[src/rtl/divs_fx_pkg.sv]
// Shared types and helpers for the iterative fixed-point divider.
package divs_fx_pkg;

    typedef enum logic [1:0] {
        IDLE,
        CALC,
        FIX,
        DONE
    } state_t;

    localparam int MAXW = 64;

    typedef logic [MAXW-1:0] wide_t;

    function automatic int iter_of(input int width, input int fbits, input int round);
        return width + fbits + ((round != 0) ? 1 : 0);
    endfunction

    function automatic wide_t low_mask(input int width);
        if (width >= MAXW)
            return '1;
        return (wide_t'(1) << width) - wide_t'(1);
    endfunction

    // Magnitude of a width-bit operand; -2^(w-1) maps to 2^(w-1).
    function automatic wide_t abs_mag(input wide_t v, input int width, input bit sgn);
        wide_t m;
        bit    msb;
        m   = v & low_mask(width);
        msb = |(m & (wide_t'(1) << (width - 1)));
        if (sgn && msb)
            m = (~m + wide_t'(1)) & low_mask(width);
        return m;
    endfunction

    function automatic wide_t sat_limit(input int width, input bit sgn, input bit neg);
        if (!sgn)
            return low_mask(width);
        if (neg)
            return wide_t'(1) << (width - 1);
        return low_mask(width - 1);
    endfunction

endpackage

[src/rtl/divs_fx.sv]
// Iterative restoring fixed-point divider, one quotient bit per clock.
// Handles sign, rounding, saturation and divide-by-zero around the core.
module divs_fx
    import divs_fx_pkg::*;
#(
    parameter int WIDTH  = 16,
    parameter int FBITS  = 8,
    parameter int SIGNED = 1,
    parameter int ROUND  = 1
) (
    input  logic             clk,
    input  logic             rst_n,
    input  logic             in_valid,
    output logic             in_ready,
    input  logic [WIDTH-1:0] a,
    input  logic [WIDTH-1:0] b,
    output logic             out_valid,
    input  logic             out_ready,
    output logic [WIDTH-1:0] q,
    output logic             dbz,
    output logic             ovf,
    output logic             busy
);

    localparam int ITER = iter_of(WIDTH, FBITS, ROUND);
    localparam int CW   = $clog2(ITER + 1);
    localparam int MW   = ITER + 1;
    localparam bit SG   = (SIGNED != 0);

    localparam logic [CW-1:0]    LAST   = CW'(ITER - 1);
    localparam logic [WIDTH-1:0] MINNEG = {1'b1, {(WIDTH-1){1'b0}}};
    localparam logic [WIDTH-1:0] MAXPOS = WIDTH'(sat_limit(WIDTH, SG, 1'b0));

    state_t           state;
    state_t           state_nxt;
    logic [WIDTH-1:0] bm;
    logic [WIDTH-1:0] a_sh;
    logic [WIDTH:0]   rem;
    logic [ITER-1:0]  qm;
    logic [CW-1:0]    cnt;
    logic             neg;

    logic [WIDTH-1:0] a_mag;
    logic [WIDTH-1:0] b_mag;
    logic             a_neg;
    logic             b_neg;
    logic [WIDTH:0]   rem_sh;
    logic [WIDTH:0]   rem_nxt;
    logic             qbit;
    logic [MW-1:0]    mag;
    logic [MW-1:0]    lim;

    assign in_ready = (state == IDLE);
    assign busy     = (state != IDLE);

    always_comb begin
        a_mag   = WIDTH'(abs_mag(wide_t'(a), WIDTH, SG));
        b_mag   = WIDTH'(abs_mag(wide_t'(b), WIDTH, SG));
        a_neg   = SG & a[WIDTH-1];
        b_neg   = SG & b[WIDTH-1];
        lim     = MW'(sat_limit(WIDTH, SG, neg));
        rem_sh  = {rem[WIDTH-1:0], a_sh[WIDTH-1]};
        qbit    = (rem_sh >= {1'b0, bm});
        rem_nxt = qbit ? (rem_sh - {1'b0, bm}) : rem_sh;
        // The guard bit rounds the magnitude half-up before range checking.
        if (ROUND != 0)
            mag = ({1'b0, qm} >> 1) + MW'(qm[0]);
        else
            mag = {1'b0, qm};

        state_nxt = state;
        unique case (state)
            IDLE: begin
                if (in_valid)
                    state_nxt = (b == '0) ? DONE : CALC;
            end
            CALC: begin
                if (cnt == LAST)
                    state_nxt = FIX;
            end
            FIX: begin
                state_nxt = DONE;
            end
            DONE: begin
                if (out_ready)
                    state_nxt = IDLE;
            end
        endcase
    end

    always_ff @(posedge clk) begin
        if (!rst_n) begin
            state     <= IDLE;
            out_valid <= 1'b0;
            q         <= '0;
            dbz       <= 1'b0;
            ovf       <= 1'b0;
            bm        <= '0;
            a_sh      <= '0;
            rem       <= '0;
            qm        <= '0;
            cnt       <= '0;
            neg       <= 1'b0;
        end else begin
            state <= state_nxt;
            unique case (state)
                IDLE: begin
                    if (in_valid) begin
                        bm   <= b_mag;
                        a_sh <= a_mag;
                        rem  <= '0;
                        qm   <= '0;
                        cnt  <= '0;
                        neg  <= a_neg ^ b_neg;
                        dbz  <= 1'b0;
                        ovf  <= 1'b0;
                        if (b == '0) begin
                            dbz       <= 1'b1;
                            out_valid <= 1'b1;
                            if (a == '0)
                                q <= '0;
                            else if (a_neg)
                                q <= MINNEG;
                            else
                                q <= MAXPOS;
                        end
                    end
                end
                CALC: begin
                    rem  <= rem_nxt;
                    qm   <= {qm[ITER-2:0], qbit};
                    a_sh <= a_sh << 1;
                    cnt  <= cnt + CW'(1);
                end
                FIX: begin
                    out_valid <= 1'b1;
                    if (mag > lim) begin
                        ovf <= 1'b1;
                        q   <= neg ? MINNEG : lim[WIDTH-1:0];
                    end else begin
                        q <= neg ? -mag[WIDTH-1:0] : mag[WIDTH-1:0];
                    end
                end
                DONE: begin
                    if (out_ready)
                        out_valid <= 1'b0;
                end
            endcase
        end
    end

endmodule

[config.mk]
export PLATFORM = sky130hd
export DESIGN_NAME = divs_fx
export DESIGN_NICKNAME = d
export VERILOG_FILES = /design/src/rtl/divs_fx_pkg.sv /design/src/rtl/divs_fx.sv
export SDC_FILE = /design/constraint.sdc
export NUM_CORES = 1
export LEC_CHECK = 0
export ABC_AREA = 0
export CORE_UTILIZATION = 45
export DETAILED_ROUTE_END_ITERATION = 16
export PLACE_DENSITY = 0.62
export SYNTH_ARGS = -nofsm -noshare
export SYNTH_HDL_FRONTEND = slang
export SYNTH_SLANG_ARGS = --single-unit
[constraint.sdc]
create_clock -name clk -period 4.1 [get_ports clk]
set_input_delay 0.41 -clock clk [delete_from_list [all_inputs] [get_ports clk]]
set_output_delay 0.41 -clock clk [all_outputs]
set_load 0.02 [all_outputs]
==> key figures, run 1 <==
Critical path
  – Critical path peak fanout: 6
  – WP data required: 4310 ps
  – Critical R2R Launch: qm[0]
  – Reg2reg setup slack: between 300 and 400 ps
  – Worst EP arrival: 3930 ps
  – R2R depth: 14
  – Crit path to: q[15]
  – Crit path kind: reg2reg
  – Setup crit end kind: flop
  – R2r endpoint: q[15]
  – Critical path launch point type: flop
  – CP Launch Point: qm[0]

Timing
  – Minimum clock period after layout: roughly 3700 ps
  – Slew @ Worst Pin: around 1200 ps
  – Final Skew: around 12 ps
  – Hold Vio Cnt, Final: 0
  – Relative slew slack: between 20% and 30%
  – Setup violators final: 0
  – Hold_ws: ~460 ps
  – RSZ-0062 raised after global routing: false
  – Fin crit share: about 90%
  – Setup_tns: 0 ps
  – Fin. max-slew vios: 0
  – F_max: around 270 MHz

Drt
  – Drt pass-1 iters: 5
  – DRC viols: 0
  – Initial DRC Count: ~360
  – Mean number of vias per cell: 5.609
  – Routed Antenna Nets: 0
  – Drt wl/cell: ~15 um
  – Final WL: 15.97 mm
  – Vias: just under 6000

Global route
  – Gr usage total: a little over a fifth
  – Initial antenna violation count: 0
  – Number of global-route vias before repair: between 5000 and 6000
  – Total gr overflow: 0
  – GR Util met1: 30.33%
  – First-pass GRT wire length: around 26 mm
  – M3 GR Usage: 4.013%
  – GR Util met2: 33.97%
  – Largest net degree at the start of global routing: 66
  – Busiest metal layer after global routing: met2

Run status
  – Status: finished clean

Placement
  – RD Place Congestion: roughly 0.85
  – DP HPWL: roughly 12 mm
  – Port Buffers: 56

Finish
  – Layout cells sized above 1: ~6.6%
  – Area growth syn-to-layout: 14.67%
  – Fin nets: about 940
  – ANT cells: 0

Floorplan
  – Core area: 14100 um^2
  – Die area: approximately 15000 um^2
  – Starting Density: 46.89%
  – Row cnt: 43
  – Die width: around 120 um
  – Die Y: ~120 um
  – I/O pin count: 57

Power
  – Leakage power: 2.934 nW
  – PwrDens: ~570 nW/um^2
  – VDD IR max: about 0.00027 V

Synthesis
  – Ys Warns: 0
  – Most area-hungry cell type in the Yosys netlist: dfxtp_1
  – Syn_nets: a little over 900
  – Synthesized flop and latch total: 100
  – Synth area leaders: dfxtp_1 (30%), ha_1 (8.3%), nand2_1 (5.8%)
  – Synth cell types: 70
  – Post-synthesis sequential area ratio: between 30% and 40%
  – Most common flop cell mapped by yosys: dfxtp_1
  – Post-synth EDFFs: 0
  – Syn Area/Cell: 7.964 um^2
  – Post-synthesis cell area: roughly 6600 um^2
  – Async SR Flop Fraction: 0%
  – Mapped Cells: 830
  – Post-synth top area share: between 30% and 40%

Min path
  – Hold depth: 2
  – Min-delay worst type: reg2reg

Clock network
  – Number of buffers created by CTS: 9
  – CTS Hold Buffers Added: 0
  – Longest Clk Path Bufs: 2
  – # clock sinks: 100
  – Reg clk slew, reported paths: about 80 ps
  – CTS root buffer: clkbuf_16
  – TritonCTS clock tree: built
  – Clk_lat worst skew: 350 ps
  – H-Tree Level Count: 3

Job
  – Max-cap viol count: 0
## metal layers
| layer | part of all wire (%) | up-vias |
|---|---|---|
| met1 | 50 | 2737 |
| li1 | - | 3010 |
| met2 | 46 | 106 |
| met5 | 0 | - |
| met3 | 3.7 | 8 |
| met4 | 0.88 | 0 |
## power by group
part | internal (mW) | switching, mW | total [mW]
combinational | 0.890 | 1.27 | 2.16
sequential | 1.16 | 0.129 | 1.29
clock | 0.428 | 0.418 | 0.846
total | 2.48 | 1.81 | 4.29
## kinds of logic (layout without fill, tap and decap cells)
kind of cell             count (synthesis)  in the layout  synth area share, %
AND/OR/NAND/NOR                        280            280                20.71
AO/OA/AOI/OAI                          231            231                22.75
flip-flops                             100            100                30.29
buffers and inverters                   87            122                5.546
XOR/XNOR                                68             68                9.010
adder cells (fa/ha/maj)                 45             45                8.632
multiplexers                            19             19                3.066
## worst min path at each step
stage	from	end	slack (ps)
detailed placement	a_sh[12]	a_sh[12]	450
floorplan	a_sh[11]	a_sh[11]	430
global route	a_sh[6]	a_sh[6]	470
CTS	a_sh[9]	a_sh[9]	460
global placement	a_sh[12]	a_sh[12]	440
finish	a_sh[12]	a_sh[12]	460
## registers in the layout, summed over array words and instances (netlist names)
name       flops
neg            1
qm            25
out_valid      1
dbz            1
a_sh          16
q             16
bm            16
state          2
ovf            1
cnt            5
rem           16
## synthesized netlist by cell type (24+ instances only)
cell type	n
nand2_1	103
dfxtp_1	100
nor2_1	73
o21ai_0	65
a21oi_1	53
ha_1	44
inv_1	40
xor2_1	39
clkbuf_1	33
xnor2_1	29
a22oi_1	26
a211oi_1	24
## placed cells by master, fill, tap and decap left out, types with 12 or more instances in the layout
master and n:
nand3_1 12, ha_1 43, xor2_1 39, inv_1 39, a22oi_1 26, clkdlybuf4s50_1 56
dfxtp_1 100, nand2_1 103, a21oi_1 52, nor2_1 73, a211oi_1 24, o21ai_0 65
xnor2_1 29, mux2i_1 15
## stage by stage
step | power, mW | std cells | cell area [um^2] | util, % | setup slack [ps]
2_1_floorplan | 2.908 | 830 | 6610 | - | 747.9
3_3_place_gp | 3.401 | 1028 | 7254 | 51.46 | 374.2
3_5_place_dp | 3.440 | 1028 | 7254 | 51.46 | 246.4
4_1_cts | 4.303 | 1044 | 7547 | 53.54 | 214.2
5_1_grt | 4.614 | 1045 | 7580 | 53.77 | 58.47
6_report | 4.293 | 1045 | 7580 | 53.77 | 372.7
## critical path, stage by stage, from the launching register on
cell and delay (ps):
dfxtp_1 390, ha_1 270, nand4_1 230, or4_1 560
nand2_1 160, ha_1 260, a211oi_1 210, nor2_1 70
o21ai_0 140, nand2b_1 70, a221o_1 340, a211oi_4 300
mux2_2 360, o21ai_1 130, a311oi_1 100
## timing repair
| action | in CTS | in global routing |
|---|---|---|
| gates resized for setup | 0 | 4 |
| setup buffers | 0 | 1 |
| setup endpoints to repair | 0 | 16 |
## layout make-up
type                       instances  area [um^2]
clock inverter                     7        67.56
tap                              180        225.2
multi-input combinational        643         4265
timing repair buffer              65        640.6
sequential                       100         2002
inverter                          41        153.9
fill                            1335         6516
clock buffer                       9        225.2
Power figures use the tool's default switching activity.
==> run 2, diff against run 1 <==
- GPL_ROUTABILITY_DRIVEN: unset -> 1
- GPL_TIMING_DRIVEN: unset -> 0
- SLEW_MARGIN: unset -> 20
==> run 2 against run 1 <==
Sequential share of layout area decreased by 0.34 points. Cell area rose by 1.3%. Power is 1.3% higher. Non-clock buffer count is 36 higher. Clock power down 2.7%. Wire length increased by 6.0%. Via count rose by 4.6%. Critical endpoint is now q[1].
==> key figures, run 2 (synthesized netlist as in run 1, its figures left out) <==
Drt
  – Routed Antenna Nets: 0 (unchanged)
  – Final WL: 16.93 mm (+6.0%)
  – Mean number of vias per cell: 5.669 (+1.1%)
  – Initial DRC Count: 300 (-16%)
  – Vias: 6128 (+4.6%)
  – DRC viols: 0 (unchanged)
  – Drt wl/cell: 15.66 um (+2.5%)
  – Drt pass-1 iters: 5 (unchanged)

Floorplan
  – Die area: 15180 um^2 (unchanged)
  – Starting Density: 46.89% (unchanged)
  – Core area: 14100 um^2 (unchanged)
  – Die Y: 123.2 um (unchanged)
  – Die width: 123.2 um (unchanged)
  – Row cnt: 43 (unchanged)
  – I/O pin count: 57 (unchanged)

Global route
  – Number of global-route vias before repair: 5665 (+5.9%)
  – First-pass GRT wire length: 27.59 mm (+6.2%)
  – Gr usage total: 23.06% (+1.3 points)
  – Largest net degree at the start of global routing: 21 (-68%)
  – Initial antenna violation count: 0 (unchanged)
  – Total gr overflow: 0 (unchanged)

Placement
  – DP HPWL: 13.13 mm (+12%)
  – RD Place Congestion: 0.9029 (+6.8%)
  – Placed Cells: 1065 (+3.6%)
  – Port Buffers: 55 (-1.8%)
  – Place WS: 155.9 ps (-90.51 ps)
  – Post-Place Cell Area: 7386 um^2 (+1.8%)

Timing
  – Setup violators final: 0 (unchanged)
  – Hold_ws: 454.5 ps (-1.783 ps)
  – Setup_tns: 0 ps (unchanged)
  – RSZ-0062 raised after global routing: false
  – Minimum clock period after layout: 3843 ps (+116.0 ps)
  – Worst setup margin: 256.7 ps (-116.0 ps)
  – Fin. max-slew vios: 0 (unchanged)
  – Relative slew slack: 47.96% (+26 points)
  – Fin crit share: 93.74% (+2.8 points)
  – Hold Vio Cnt, Final: 0 (unchanged)
  – F_max: 260.2 MHz (-3.0%)
  – Final Skew: 12.16 ps (+0.1450 ps)
  – Slew @ Worst Pin: 779.5 ps (-384.0 ps)

Finish
  – Fin nets: 977 (+3.8%)
  – Non-Filler Instances: 1081 (+3.4%)
  – Area growth syn-to-layout: 16.16%
  – ANT cells: 0 (unchanged)
  – Most common cell after layout, fill and taps aside: nand2_1
  – Max FFs per register: 25 (unchanged)
  – Filler cell count in the final layout: 1379 (+3.3%)
  – Layout cells sized above 1: 6.548% (-0.041 points)
  – Most frequent cells in the layout: nand2_1 (103), dfxtp_1 (100), nor2_1 (73)
  – Final instance area: 7679 um^2 (+1.3%)
  – Reg with most FFs: qm
  – Final core utilization: 54.47% (+0.70 points)

Critical path
  – Worst EP arrival: 4080 ps (+150 ps)
  – Crit path to: q[1]
  – R2r endpoint: q[1]
  – Critical path peak fanout: 10 (+4)
  – Setup crit end kind: flop
  – Reg2reg setup slack: 260 ps (-120 ps)
  – CP Launch Point: qm[0]
  – R2R depth: 15 (+1)
  – Critical path launch point type: flop
  – Crit path kind: reg2reg
  – Critical R2R Launch: qm[0]
  – WP data required: 4340 ps (+30 ps)

Run status
  – Status: finished clean

Power
  – Pwr Total: 4.349 mW (+1.3%)
  – VDD IR max: 0.0002908 V (+6.2%)
  – PwrDens: 566.4 nW/um^2 (about the same)
  – Leakage power: 2.968 nW (+1.2%)

Clock network
  – CTS Hold Buffers Added: 0 (unchanged)
  – Reg clk slew, reported paths: 80 ps (about the same)
  – Gates resized, CTS repair: 0 (unchanged)
  – Clk_lat worst skew: 360 ps (about the same)
  – Longest Clk Path Bufs: 2 (unchanged)
  – # clock sinks: 100 (unchanged)
  – H-Tree Level Count: 3 (unchanged)
  – TritonCTS clock tree: built
  – CTS root buffer: clkbuf_16
  – Post-CTS Setup Inserts: 0 (unchanged)
  – Number of buffers created by CTS: 9 (unchanged)

Min path
  – Hold path startpoint: a_sh[12]
  – Min-delay worst type: reg2reg

Job
  – Max-cap viol count: 0 (unchanged)
==> run 2: cell types whose count changed in the layout (fill, tap and decap cells not counted), sizes merged <==
cell,change
clkdlybuf4s50,-1
inv,-1
clkinvlp,+1
clkbuf,+36
buf,+3
clkinv,-2
==> run 2: area by class of cell <==
| cell class | instances | area, um^2 | area share [%] |
|---|---|---|---|
| inverters | 41 | 153.9 | 2.004 |
| multi-input cells | 643 | 4259 | 55.47 |
| repair buffers | 55 | 550.5 | 7.170 |
| well taps | 180 | 225.2 | 2.933 |
| plain buffers | 46 | 212.7 | 2.770 |
| clock buffers | 11 | 232.7 | 3.031 |
| clock inverters | 5 | 42.54 | 0.5540 |
| flip-flops and latches | 100 | 2002 | 26.07 |
==> run 2: per-layer routing <==
layer | GRT usage, % | vias to the layer above | wire length [um]
met2 | 37.60 | 128 | 7795
met1 | 31.23 | 2886 | 8281
met5 | 0 | - | 0
li1 | - | 3095 | -
met3 | 4.244 | 19 | 617
met4 | 5.873 | 0 | 235
==> run 2: power by group <==
group / internal [mW] / switching [mW] / leakage [nW] / total (mW)
clock network: 0.421 / 0.402 / 0.131 / 0.823
logic: 0.922 / 1.31 / 2.02 / 2.23
registers: 1.16 / 0.136 / 0.814 / 1.30
total: 2.50 / 1.84 / 2.97 / 4.35
==> run 2: critical path: stages (launching register included) <==
cell and delay, ps:
dfxtp_1 390, ha_2 250, nand4_1 250, or4_1 560, nand2_1 180, ha_1 270
a211oi_1 210, nor2_1 70, o21ai_0 140, nand2b_1 80, a221o_1 310, a211oi_2 330
inv_1 140, a31oi_4 290, buf_6 180, a21oi_1 70
==> run 2: worst min-delay path by stage <==
stage,end,slack (ps),cells after the start
global placement,a_sh[12],440,2
finish,a_sh[12],450,2
global route,a_sh[12],470,2
CTS,a_sh[12],450,2
floorplan,a_sh[11],430,2
detailed placement,a_sh[12],440,2
==> run 3, diff against run 2 <==
- GPL_TIMING_DRIVEN: 0 -> unset
==> run 3 against run 2 <==
Wire length shrank 5.7%. Via count shrank 3.1%. Maximum frequency grew 2.9%. Count of clock-buffer cells in the layout shrank 2. Global-route usage shrank 1.3 points. Sequential cell count is the same. Largest power group unchanged. Highest routed layer unchanged.
==> key figures, run 3 (synthesized netlist as in run 1, its figures left out) <==
Run status
  – Status: finished clean

Clock network
  – Reg clk slew, reported paths: 80 ps (about the same)
  – Clk_lat worst skew: 360 ps (about the same)
  – # clock sinks: 100 (unchanged)
  – H-Tree Level Count: 3 (unchanged)
  – Number of buffers created by CTS: 9 (unchanged)
  – CTS root buffer: clkbuf_16
  – TritonCTS clock tree: built
  – Longest Clk Path Bufs: 2 (unchanged)
  – CTS Hold Buffers Added: 0 (unchanged)

Finish
  – Layout cells sized above 1: 6.697% (+0.15 points)
  – ANT cells: 0 (unchanged)
  – Most frequent cells in the layout: nand2_1 (103), dfxtp_1 (100), nor2_1 (73)
  – Area growth syn-to-layout: 15.09%
  – Reg with most FFs: qm
  – Max FFs per register: 25 (unchanged)
  – Fin nets: 942 (-3.6%)
  – Non-Filler Instances: 1046 (-3.2%)
  – Most common cell after layout, fill and taps aside: nand2_1

Drt
  – Vias: 5940 (-3.1%)
  – Final WL: 15.96 mm (-5.7%)
  – Drt wl/cell: 15.26 um (-2.6%)
  – Mean number of vias per cell: 5.679 (+0.18%)
  – Routed Antenna Nets: 0 (unchanged)
  – DRC viols: 0 (unchanged)
  – Drt pass-1 iters: 5 (unchanged)
  – Initial DRC Count: 346 (+15%)

Floorplan
  – Row cnt: 43 (unchanged)
  – Die area: 15180 um^2 (unchanged)
  – I/O pin count: 57 (unchanged)
  – Die Y: 123.2 um (unchanged)
  – Die width: 123.2 um (unchanged)
  – Core area: 14100 um^2 (unchanged)
  – Starting Density: 46.89% (unchanged)

Critical path
  – Critical path launch point type: flop
  – Crit path kind: reg2reg
  – Worst EP arrival: 3940 ps (-140 ps)
  – WP data required: 4310 ps (-30 ps)
  – Setup crit end kind: flop
  – Critical path peak fanout: 6 (-4)

Placement
  – Port Buffers: 56 (+1.8%)
  – Placed Cells: 1028 (-3.5%)
  – RD Place Congestion: 0.8457 (-6.3%)
  – DP HPWL: 11.78 mm (-10%)

Timing
  – Final Skew: 12.14 ps (-0.02090 ps)
  – RSZ-0062 raised after global routing: false
  – Fin crit share: 91.09% (-2.6 points)
  – Slew @ Worst Pin: 1162 ps (+382.5 ps)
  – Minimum clock period after layout: 3735 ps (-108.5 ps)
  – Hold Vio Cnt, Final: 0 (unchanged)
  – F_max: 267.8 MHz (+2.9%)
  – Setup_tns: 0 ps (unchanged)
  – Relative slew slack: 22.53% (-25 points)
  – Fin. max-slew vios: 0 (unchanged)
  – Hold_ws: 456.1 ps (+1.661 ps)
  – Setup violators final: 0 (unchanged)

Global route
  – Number of global-route vias before repair: 5349 (-5.6%)
  – Initial antenna violation count: 0 (unchanged)
  – First-pass GRT wire length: 25.99 mm (-5.8%)
  – Gr usage total: 21.72% (-1.3 points)
  – Largest net degree at the start of global routing: 66 (+210%)
  – Total gr overflow: 0 (unchanged)

Min path
  – Min-delay worst type: reg2reg

Power
  – PwrDens: 569.6 nW/um^2 (+0.56%)
  – VDD IR max: 0.0002740 V (-5.8%)
  – Leakage power: 2.947 nW (-0.72%)

Job
  – Max-cap viol count: 0 (unchanged)
==> run 3: cell count changes in the layout (fill, tap and decap cells not counted), sizes merged <==
cell / change
clkbuf: -36
buf: -2
clkinv: +2
clkdlybuf4s50: +1
clkinvlp: -1
inv: +1
==> run 3: final timing paths <==
path                  from       end  slack (ps)  cells after the start
setup / recovery     qm[1]     q[15]         370                     14
hold / removal    a_sh[12]  a_sh[12]         460                      2
setup reg to reg     qm[1]     q[15]         370                     14
hold reg to reg   a_sh[12]  a_sh[12]         460                      2
==> run 3: power breakdown <==
part	switching, mW	total [mW]	internal (mW)
Combinational	1.27	2.19	0.920
Sequential	0.129	1.29	1.16
Clock	0.420	0.849	0.428
==> run 3: cell type report <==
class	instances	area [um^2]
fill	1332	6489
multi-input combinational	643	4265
sequential	100	2002
timing repair buffer	66	668.1
clock buffer	9	225.2
tap	180	225.2
inverter	41	153.9
clock inverter	7	67.56
==> run 3: per-layer routing <==
layer / up-vias / track usage, % / part of all wire [%]
met5: - / 0 / 0
met4: 0 / 6.175 / 1.3
met3: 14 / 4.013 / 4.3
met2: 130 / 33.97 / 45
met1: 2783 / 30.33 / 50
li1: 3013 / - / -
==> run 3: repair_timing <==
item,CTS,global route
buffers inserted,0,1
gates resized for setup,0,4
endpoints found under the setup margin,0,16
==> run 3: critical path: stages, from the launching register on <==
cell,delay [ps]
dfxtp_1,380
ha_1,270
nand4_1,230
or4_1,560
nand2_1,170
ha_1,260
a211oi_1,210
nor2_1,70
o21ai_0,140
nand2b_1,70
a221o_1,340
a211oi_4,300
mux2_2,360
o21ai_1,130
a311oi_1,100
==> run 3: stage by stage <==
stage	utilization, %	total power [mW]	setup slack (ps)	instance area [um^2]
floorplan	-	2.908	747.9	6610
global placement	51.46	3.401	374.2	7254
detailed placement	51.46	3.440	246.4	7254
CTS	53.54	4.303	214.2	7547
global route	53.97	4.652	58.47	7607
finish	53.97	4.333	365.2	7607
